--- src/rtl/mul_iter_pkg.sv ---
// Shared types and constants for the iterative EX-stage multiplier.
// Holds the FSM state encoding and the decode constants that raise valid_i.
package mul_iter_pkg;

  localparam int XLEN = 32;

  typedef enum logic [1:0] {
    IDLE = 2'd0,
    BUSY = 2'd1,
    DONE = 2'd2
  } state_t;

  // RV32M MUL decode: OP major opcode with the MULDIV funct7 and funct3=000
  localparam logic [6:0] OPCODE_OP     = 7'b0110011;
  localparam logic [6:0] FUNCT7_MULDIV = 7'b0000001;
  localparam logic [2:0] FUNCT3_MUL    = 3'b000;

endpackage

--- src/rtl/mul_iter_if.sv ---
// Request/response bundle between the EX stage and the iterative multiplier.
// A request transfers on a rising edge where valid_i && ready_o (and no flush_i);
// a result transfers on a rising edge where valid_o && ready_i. Each valid is held
// by its producer until the matching ready is seen; busy_o feeds the hazard stall.
interface mul_iter_if #(
  parameter int WIDTH = 32
);
  logic             flush_i;
  logic             valid_i;
  logic             ready_o;
  logic [WIDTH-1:0] a_i;
  logic [WIDTH-1:0] b_i;
  logic             valid_o;
  logic             ready_i;
  logic [WIDTH-1:0] data_o;
  logic             busy_o;

  modport master (
    output flush_i, valid_i, a_i, b_i, ready_i,
    input  ready_o, valid_o, data_o, busy_o
  );

  modport slave (
    input  flush_i, valid_i, a_i, b_i, ready_i,
    output ready_o, valid_o, data_o, busy_o
  );
endinterface

--- src/rtl/mul_iter_step.sv ---
// One shift-add iteration: adds a_reg times a BITS_PER_CYCLE-wide multiplier slice
// to the accumulator, truncated to WIDTH bits.
module mul_iter_step #(
  parameter int WIDTH          = 32,
  parameter int BITS_PER_CYCLE = 1
) (
  input  logic [WIDTH-1:0]          acc,
  input  logic [WIDTH-1:0]          a_reg,
  input  logic [BITS_PER_CYCLE-1:0] slice,
  output logic [WIDTH-1:0]          acc_next
);

  logic [WIDTH-1:0] partial;

  always_comb begin
    partial = '0;
    for (int i = 0; i < BITS_PER_CYCLE; i++) begin
      if (slice[i]) partial = partial + (a_reg << i);
    end
    acc_next = acc + partial;
  end

endmodule

--- src/rtl/mul_iter.sv ---
// Iterative shift-add multiplier for EX; low WIDTH bits of the product are the same
// for signed and unsigned operands, so no sign handling is needed.
module mul_iter
  import mul_iter_pkg::*;
#(
  parameter int WIDTH          = XLEN,
  parameter int BITS_PER_CYCLE = 1,
  parameter bit EARLY_EXIT     = 1'b1
) (
  input  logic       clk_i,
  input  logic       rst_i,
  mul_iter_if.slave  bus,
  output state_t     state_o
);

  localparam int STEPS = WIDTH / BITS_PER_CYCLE;
  localparam int CW    = (STEPS > 1) ? $clog2(STEPS) : 1;
  localparam logic [CW-1:0] LAST = CW'(STEPS - 1);

  state_t           state;
  logic [WIDTH-1:0] acc;
  logic [WIDTH-1:0] a_reg;
  logic [WIDTH-1:0] b_reg;
  logic [WIDTH-1:0] acc_next;
  logic [WIDTH-1:0] data_q;
  logic [CW-1:0]    count;
  logic             valid_q;
  logic             busy_q;
  logic             ready_q;
  logic             last_step;

  mul_iter_step #(
    .WIDTH          (WIDTH),
    .BITS_PER_CYCLE (BITS_PER_CYCLE)
  ) u_step (
    .acc      (acc),
    .a_reg    (a_reg),
    .slice    (b_reg[BITS_PER_CYCLE-1:0]),
    .acc_next (acc_next)
  );

  // Early exit looks at b_reg after this cycle's shift: nothing left to add.
  assign last_step = (count == LAST) ||
                     (EARLY_EXIT && ((b_reg >> BITS_PER_CYCLE) == '0));

  always_ff @(posedge clk_i) begin
    if (!rst_i) begin
      state   <= IDLE;
      acc     <= '0;
      a_reg   <= '0;
      b_reg   <= '0;
      count   <= '0;
      data_q  <= '0;
      valid_q <= 1'b0;
      busy_q  <= 1'b0;
      ready_q <= 1'b1;
    end else if (bus.flush_i) begin
      state   <= IDLE;
      valid_q <= 1'b0;
      busy_q  <= 1'b0;
      ready_q <= 1'b1;
    end else begin
      case (state)
        IDLE: begin
          if (bus.valid_i) begin
            a_reg   <= bus.a_i;
            b_reg   <= bus.b_i;
            acc     <= '0;
            count   <= '0;
            state   <= BUSY;
            busy_q  <= 1'b1;
            ready_q <= 1'b0;
          end
        end
        BUSY: begin
          acc   <= acc_next;
          a_reg <= a_reg << BITS_PER_CYCLE;
          b_reg <= b_reg >> BITS_PER_CYCLE;
          count <= count + 1'b1;
          if (last_step) begin
            state   <= DONE;
            data_q  <= acc_next;
            valid_q <= 1'b1;
          end
        end
        DONE: begin
          if (bus.ready_i) begin
            state   <= IDLE;
            valid_q <= 1'b0;
            busy_q  <= 1'b0;
            ready_q <= 1'b1;
          end
        end
        default: begin
          state   <= IDLE;
          valid_q <= 1'b0;
          busy_q  <= 1'b0;
          ready_q <= 1'b1;
        end
      endcase
    end
  end

  assign bus.valid_o = valid_q;
  assign bus.busy_o  = busy_q;
  assign bus.ready_o = ready_q;
  assign bus.data_o  = data_q;
  assign state_o     = state;

endmodule

--- src/flat_wrapper.sv ---
// flat-port wrapper written by rule: the top's interface ports become plain ports
module mul_iter_flat import mul_iter_pkg::*;
#(
  parameter int WIDTH          = XLEN,
  parameter int BITS_PER_CYCLE = 1,
  parameter bit EARLY_EXIT     = 1'b1
)
  (clk_i, rst_i, state_o, bus_flush_i, bus_valid_i, bus_a_i, bus_b_i, bus_ready_i, bus_ready_o, bus_valid_o, bus_data_o, bus_busy_o);
  mul_iter_if #(.WIDTH(WIDTH)) bus_i ();
  input  logic clk_i;
  input  logic rst_i;
  output state_t state_o;
  input wire logic [$bits(bus_i.flush_i)-1:0] bus_flush_i;
  input wire logic [$bits(bus_i.valid_i)-1:0] bus_valid_i;
  input wire logic [$bits(bus_i.a_i)-1:0] bus_a_i;
  input wire logic [$bits(bus_i.b_i)-1:0] bus_b_i;
  input wire logic [$bits(bus_i.ready_i)-1:0] bus_ready_i;
  output wire logic [$bits(bus_i.ready_o)-1:0] bus_ready_o;
  output wire logic [$bits(bus_i.valid_o)-1:0] bus_valid_o;
  output wire logic [$bits(bus_i.data_o)-1:0] bus_data_o;
  output wire logic [$bits(bus_i.busy_o)-1:0] bus_busy_o;
  assign bus_i.flush_i = bus_flush_i;
  assign bus_i.valid_i = bus_valid_i;
  assign bus_i.a_i = bus_a_i;
  assign bus_i.b_i = bus_b_i;
  assign bus_i.ready_i = bus_ready_i;
  assign bus_ready_o = bus_i.ready_o;
  assign bus_valid_o = bus_i.valid_o;
  assign bus_data_o = bus_i.data_o;
  assign bus_busy_o = bus_i.busy_o;
  mul_iter #(.WIDTH(WIDTH), .BITS_PER_CYCLE(BITS_PER_CYCLE), .EARLY_EXIT(EARLY_EXIT)) u_core (.clk_i(clk_i), .rst_i(rst_i), .bus(bus_i), .state_o(state_o));
endmodule
--- config.mk ---
export PLATFORM = sky130hd
export DESIGN_NAME = mul_iter_flat
export DESIGN_NICKNAME = d
export VERILOG_FILES = /design/src/rtl/mul_iter_pkg.sv /design/src/rtl/mul_iter_if.sv /design/src/rtl/mul_iter_step.sv /design/src/rtl/mul_iter.sv /design/src/flat_wrapper.sv
export SDC_FILE = /design/constraint.sdc
export NUM_CORES = 1
export LEC_CHECK = 0
export CORE_MARGIN = 2
export CORE_UTILIZATION = 35
export DETAILED_ROUTE_END_ITERATION = 16
export HOLD_SLACK_MARGIN = 0.08
export PLACE_DENSITY_LB_ADDON = 0.3
export RECOVER_POWER = 25
export SYNTH_ARGS = -nofsm -noshare
export SYNTH_HDL_FRONTEND = slang
export SYNTH_SLANG_ARGS = --single-unit
export TNS_END_PERCENT = 5
--- constraint.sdc ---
create_clock -name clk_i -period 6.76 [get_ports clk_i]
set_input_delay 1.69 -clock clk_i [delete_from_list [all_inputs] [get_ports clk_i]]
set_output_delay 1.69 -clock clk_i [all_outputs]
set_load 0.03 [all_outputs]
==> flow_summary.toml, run 1 <==
[synth]
syn_inst = 821
seq_area_frac_synth_pct = 38.39
synth_cell_type_count = 69
yosysWarnings = 0
synth_edf_count = 0
ys.flop_type = "dfxtp_1"
synth_top_area_share_pct = 38.39
yosysTopAreaCell = "dfxtp_1"
avgSynthCellArea_sq_um = 8.766
synth.most_common_cell = "dfxtp_1"
synth_area_leaders = "dfxtp_1 38%, a222oi_1 7.6%, ha_1 5.7%"
ys_seq_elements = 138
syn_nets = 924
syn_area_sq_um = 7197
async_reset_ff_share_pct = 0
synthTopCellsByCount = "138 x dfxtp_1, 106 x nor2_1, 84 x nand2_1"

[outcome]
status = "complete, but fails checks"
violations = "max-capacitance violations, max-slew violations"

[placement]
placed_cells = 1143
hpwl_um = 12650
dp_slack_ns = 2.500
port-buffer-count = 105
place.gp.congestion = 0.8114
placed_area_sq_um = 8324

[clock_tree]
htreeDepth = 4
postCtsSetupBuffers = 0
cts_sinks = 138
cts_hold_buf = 0
cts_buffers = 17
cts_root_buf = "clkbuf_16"
clock_latency_ns = 0.42
cts_tree = "yes"
clkTransAtPathRegs_ns = 0.06
clockBufferDepth = 2
post_cts_resize_count = 0

[global_route]
grt_pass1_vias = 6297
grt-ovfl-total = 0
grt_usage_pct = 17.99
antenna_found_initial = 0
grt_start_max_net_pins = 77
grt_pass1_wl_um = 31920

[drt]
wl_per_cell_um = 16.25
ant_nets = 0
avgViaCountPerCell = 5.504
vias = 6467
first_iter_violations = 570
wirelength_um = 19090
drcViolationCount = 0
dr.pass1.iters = 9

[critical_path]
required_ns = 7.07
cp-start-kind = "input pin"
rr_worst_depth = 11
r2r_slack_ns = 3.05
path_class = "in -> reg"
crit_fanout = 52
crit_path_start = "rst_i"
reg2reg_from = "u_core.b_reg[0]"
crit_path_end_kind = "flop"
rr_endpoint = "u_core.bus.data_o[30]"
worstSetupEndpoint = "u_core.bus.ready_o"
crit_arrival_ns = 4.29

[floorplanning]
die_y_um = 147.4
io_pins = 106
die_w_um = 147.4
die_area_sq_um = 21730
start_util_pct = 35.57
placeableCoreArea_sq_um = 20230
num_rows = 52

[power_and_ir_drop]
peakVddDrop_mv = 0.1364
total_power_mw = 1.910
p_leak_nw = 3.711
powerDensity_nw_per_um2 = 215.0

[flow_run]
cap_violations = 1

[sta]
tns_ns = 0
layout_setup_ws_ns = 2.777
worst_pin_slew_ns = 2.320
min_period_ns = 3.983
period_share_pct = 58.92
maxSlewHeadroom_pct = -54.65
setup_viol = 0
timing.hold.ws_ns = 0.4525
finalHoldViolations = 0
skew_ns = 0.008908
max_clock_freq_mhz = 251.1
rsz0062_at_grt = "false"
slew_violations = 53

[min_path]
hold_path.class = "reg -> reg"

[cells_and_area]
diodes = 0
drive_above_1_share_pct = 6.961
post-route-util_pct = 43.90
final_cells = 1175
nNetsFinal = 995
syn_to_final_growth_pct = 23.44
postLayoutCellArea_sq_um = 8884
power by group:
part	total, mW	switching, mW	internal, mW
registers	0.855	0.0200	0.835
clock network	0.906	0.391	0.515
logic	0.150	0.0762	0.0734
total	1.91	0.487	1.42
worst max-delay path, cell delays in order:
cell and delay, ns:
clkbuf_1 0.20, clkbuf_1 1.69, nand2b_1 0.40, o21bai_1 0.29
worst min path at each step:
stage | from | endpoint | slack (ns) | depth (start not counted)
floorplan | u_core.acc[13] | u_core.acc[13] | 0.43 | 2
global placement | u_core.acc[26] | u_core.acc[26] | 0.44 | 2
detailed placement | u_core.bus.data_o[16] | u_core.bus.data_o[16] | 0.45 | 2
CTS | u_core.bus.data_o[16] | u_core.bus.data_o[16] | 0.46 | 2
global route | u_core.bus.data_o[16] | u_core.bus.data_o[16] | 0.47 | 2
finish | u_core.bus.data_o[16] | u_core.bus.data_o[16] | 0.45 | 2
logic make-up after synthesis:
group                    count (synthesis)  share of synthesized area [%]
multiplexers                             9                          1.252
flip-flops                             138                          38.39
AO/OA/AOI/OAI                          234                          25.68
AND/OR/NAND/NOR                        305                          19.77
XOR/XNOR                                28                          3.408
adder cells (fa/ha/maj)                 34                          6.015
buffers and inverters                   73                          5.494
cells in the final DEF (no fill, tap or decap), drive strengths merged, types with 4 or more instances in the layout:
cell,instances
a21o,19
nor3,9
xnor2,13
xor2,15
nor4,8
mux2i,9
nand2b,6
inv,18
clkdlybuf4s50,82
nand3,19
nand2,85
a22oi,20
or4,4
a222oi,55
nor2b,4
clkbuf,20
and2,34
a21oi,37
a21boi,19
o21bai,5
nand4,12
dlygate4sd3,22
buf,8
or3,5
o21a,4
nor2,106
ha,33
a31oi,4
o211a,12
o21ai,28
o211ai,7
clkinv,4
dfxtp,138
and3,6
routing by layer:
metal	share of wire [%]	up-vias	global-route usage (%)
met1	48	3074	24.67
met3	5.4	12	3.796
li1	-	3197	-
met2	46	184	29.04
met5	0	-	0
met4	1.0	0	4.471
final cells by class:
type	instances	area, sq um
flip-flops and latches	138	2763
clock buffers	18	429.2
repair buffers	114	1109
multi-input cells	610	4069
fillers	1994	11350
clock inverters	14	135.1
inverters	11	41.29
well taps	270	337.8
Power figures use the tool's default switching activity.
==> run 2, diff against run 1 <==
==> constraint.sdc (replaced) <==
create_clock -name clk_i -period 3.55 [get_ports clk_i]
set_input_delay 0.8875 -clock clk_i [delete_from_list [all_inputs] [get_ports clk_i]]
set_output_delay 0.8875 -clock clk_i [all_outputs]
set_load 0.03 [all_outputs]
==> flow_summary.toml, run 2 (synthesized netlist as in run 1, its figures left out) <==
[drt]
drcViolationCount = 0
wirelength_um = 19450
wl_per_cell_um = 16.43
dr.pass1.iters = 9
first_iter_violations = 697
vias = 6445
ant_nets = 0
avgViaCountPerCell = 5.443

[floorplanning]
start_util_pct = 35.57
num_rows = 52
die_y_um = 147.4
die_area_sq_um = 21730
die_w_um = 147.4
placeableCoreArea_sq_um = 20230
io_pins = 106

[critical_path]
rr_worst_depth = 12
crit_fanout = 18
reg2reg_from = "u_core.b_reg[0]"
rr_endpoint = "u_core.acc[30]"
required_ns = 3.86
r2r_slack_ns = 0.37
crit_path_end_kind = "flop"
cp-start-kind = "flop"
crit_arrival_ns = 3.49
path_class = "reg -> reg"

[clock_tree]
cts_tree = "yes"
clockBufferDepth = 2
post_cts_resize_count = 0
clkTransAtPathRegs_ns = 0.06
cts_hold_buf = 0
cts_sinks = 138
cts_root_buf = "clkbuf_16"
cts_buffers = 17
postCtsSetupBuffers = 0
clock_latency_ns = 0.43
htreeDepth = 4

[min_path]
hold_start = "u_core.bus.data_o[16]"
holdPathStages = 2
hold_path.class = "reg -> reg"
hold_path_end = "u_core.bus.data_o[16]"

[sta]
tns_ns = 0
max_clock_freq_mhz = 314.2
finalHoldViolations = 0
worst_pin_slew_ns = 1.713
slew_violations = 38
min_period_ns = 3.183
period_share_pct = 89.65
setup_viol = 0
skew_ns = 0.009935
layout_setup_ws_ns = 0.3675
rsz0062_at_grt = "false"
maxSlewHeadroom_pct = -14.20

[cells_and_area]
nNetsFinal = 1004
layout_common_cells = "138 x dfxtp_1, 105 x nor2_1, 92 x clkdlybuf4s50_1"
diodes = 0
postLayoutCellArea_sq_um = 9002
fillCellCount = 1970
drive_above_1_share_pct = 7.987
syn_to_final_growth_pct = 25.09
post-route-util_pct = 44.49
final_common_cell = "dfxtp_1"

[placement]
port-buffer-count = 105
dp_slack_ns = 0.4066
hpwl_um = 13290
placed_area_sq_um = 8404
place.gp.congestion = 0.8639

[power_and_ir_drop]
p_leak_nw = 3.743
peakVddDrop_mv = 0.2927
powerDensity_nw_per_um2 = 420.0

[global_route]
grt_pass1_vias = 6190
grt_start_max_net_pins = 69
grt_pass1_wl_um = 32050
antenna_found_initial = 0
grt-ovfl-total = 0
grt_usage_pct = 18.23

[flow_run]
cap_violations = 1

[outcome]
violations = "max-capacitance violations, max-slew violations"
status = "complete, but fails checks"
==> run 2: cell types whose count changed in the layout (fill, tap and decap cells not counted), sizes merged <==
cell,delta
dlygate4sd3,-10
clkdlybuf4s50,+10
clkinv,+2
clkbuf,-1
buf,+9
bufinv,+2
clkinvlp,-1
inv,-2
==> run 2: cell type report <==
cell class              instances  area, sq um  share of cell area [%]
clock buffers                  17        425.4                   4.726
multi-input cells             610         4061                   45.11
inverters                      11        41.29                  0.4587
well taps                     270        337.8                   3.753
clock inverters                15        187.7                   2.085
repair buffers                123         1186                   13.18
flip-flops and latches        138         2763                   30.69
==> run 2: per-stage QoR <==
stage                     power, mW  hold WS (ns)  cells
after floorplan               1.812        0.4315    821
after global placement        1.955        0.4452   1152
after detailed placement      1.955        0.4490   1152
after CTS                     3.826        0.4587   1184
after global routing          3.918        0.4855   1184
final                         3.781        0.4527   1184
==> run 2: report_power, final <==
group | total (mW) | switching, mW | internal (mW)
combinational | 0.295 | 0.152 | 0.143
clock | 1.86 | 0.743 | 1.12
sequential | 1.62 | 0.0347 | 1.59
total | 3.78 | 0.929 | 2.85
==> run 2: per-layer routing <==
layer / track usage (%) / vias up / wire (um)
li1: - / 3212 / -
met1: 25.23 / 3052 / 9211
met2: 29.00 / 172 / 9063
met3: 4.074 / 9 / 1035
met4: 4.471 / 0 / 142
met5: 0 / - / 0
==> run 2: worst max path at each step <==
stage | from | endpoint | slack [ns] | cells past startpoint
6_report | u_core.b_reg[0] | u_core.acc[30] | 0.37 | 12
5_1_grt | u_core.b_reg[0] | u_core.acc[30] | 0.16 | 12
4_1_cts | u_core.b_reg[0] | u_core.acc[30] | 0.40 | 12
3_5_place_dp | u_core.b_reg[0] | u_core.acc[30] | 0.41 | 12
3_3_place_gp | u_core.b_reg[0] | u_core.acc[30] | 0.50 | 12
2_1_floorplan | u_core.b_reg[0] | u_core.acc[30] | 0.70 | 12
==> run 2: critical path, stage by stage (launching register included) <==
cell and delay [ns]:
dfxtp_1 0.31, buf_4 0.18, and2_1 0.17, ha_1 0.22, fa_1 0.41, a21o_1 0.20, a221oi_2 0.42, o21ai_4 0.14
a21oi_2 0.25, o31ai_4 0.15, a31oi_1 0.34, xor2_1 0.18, o21ai_0 0.09
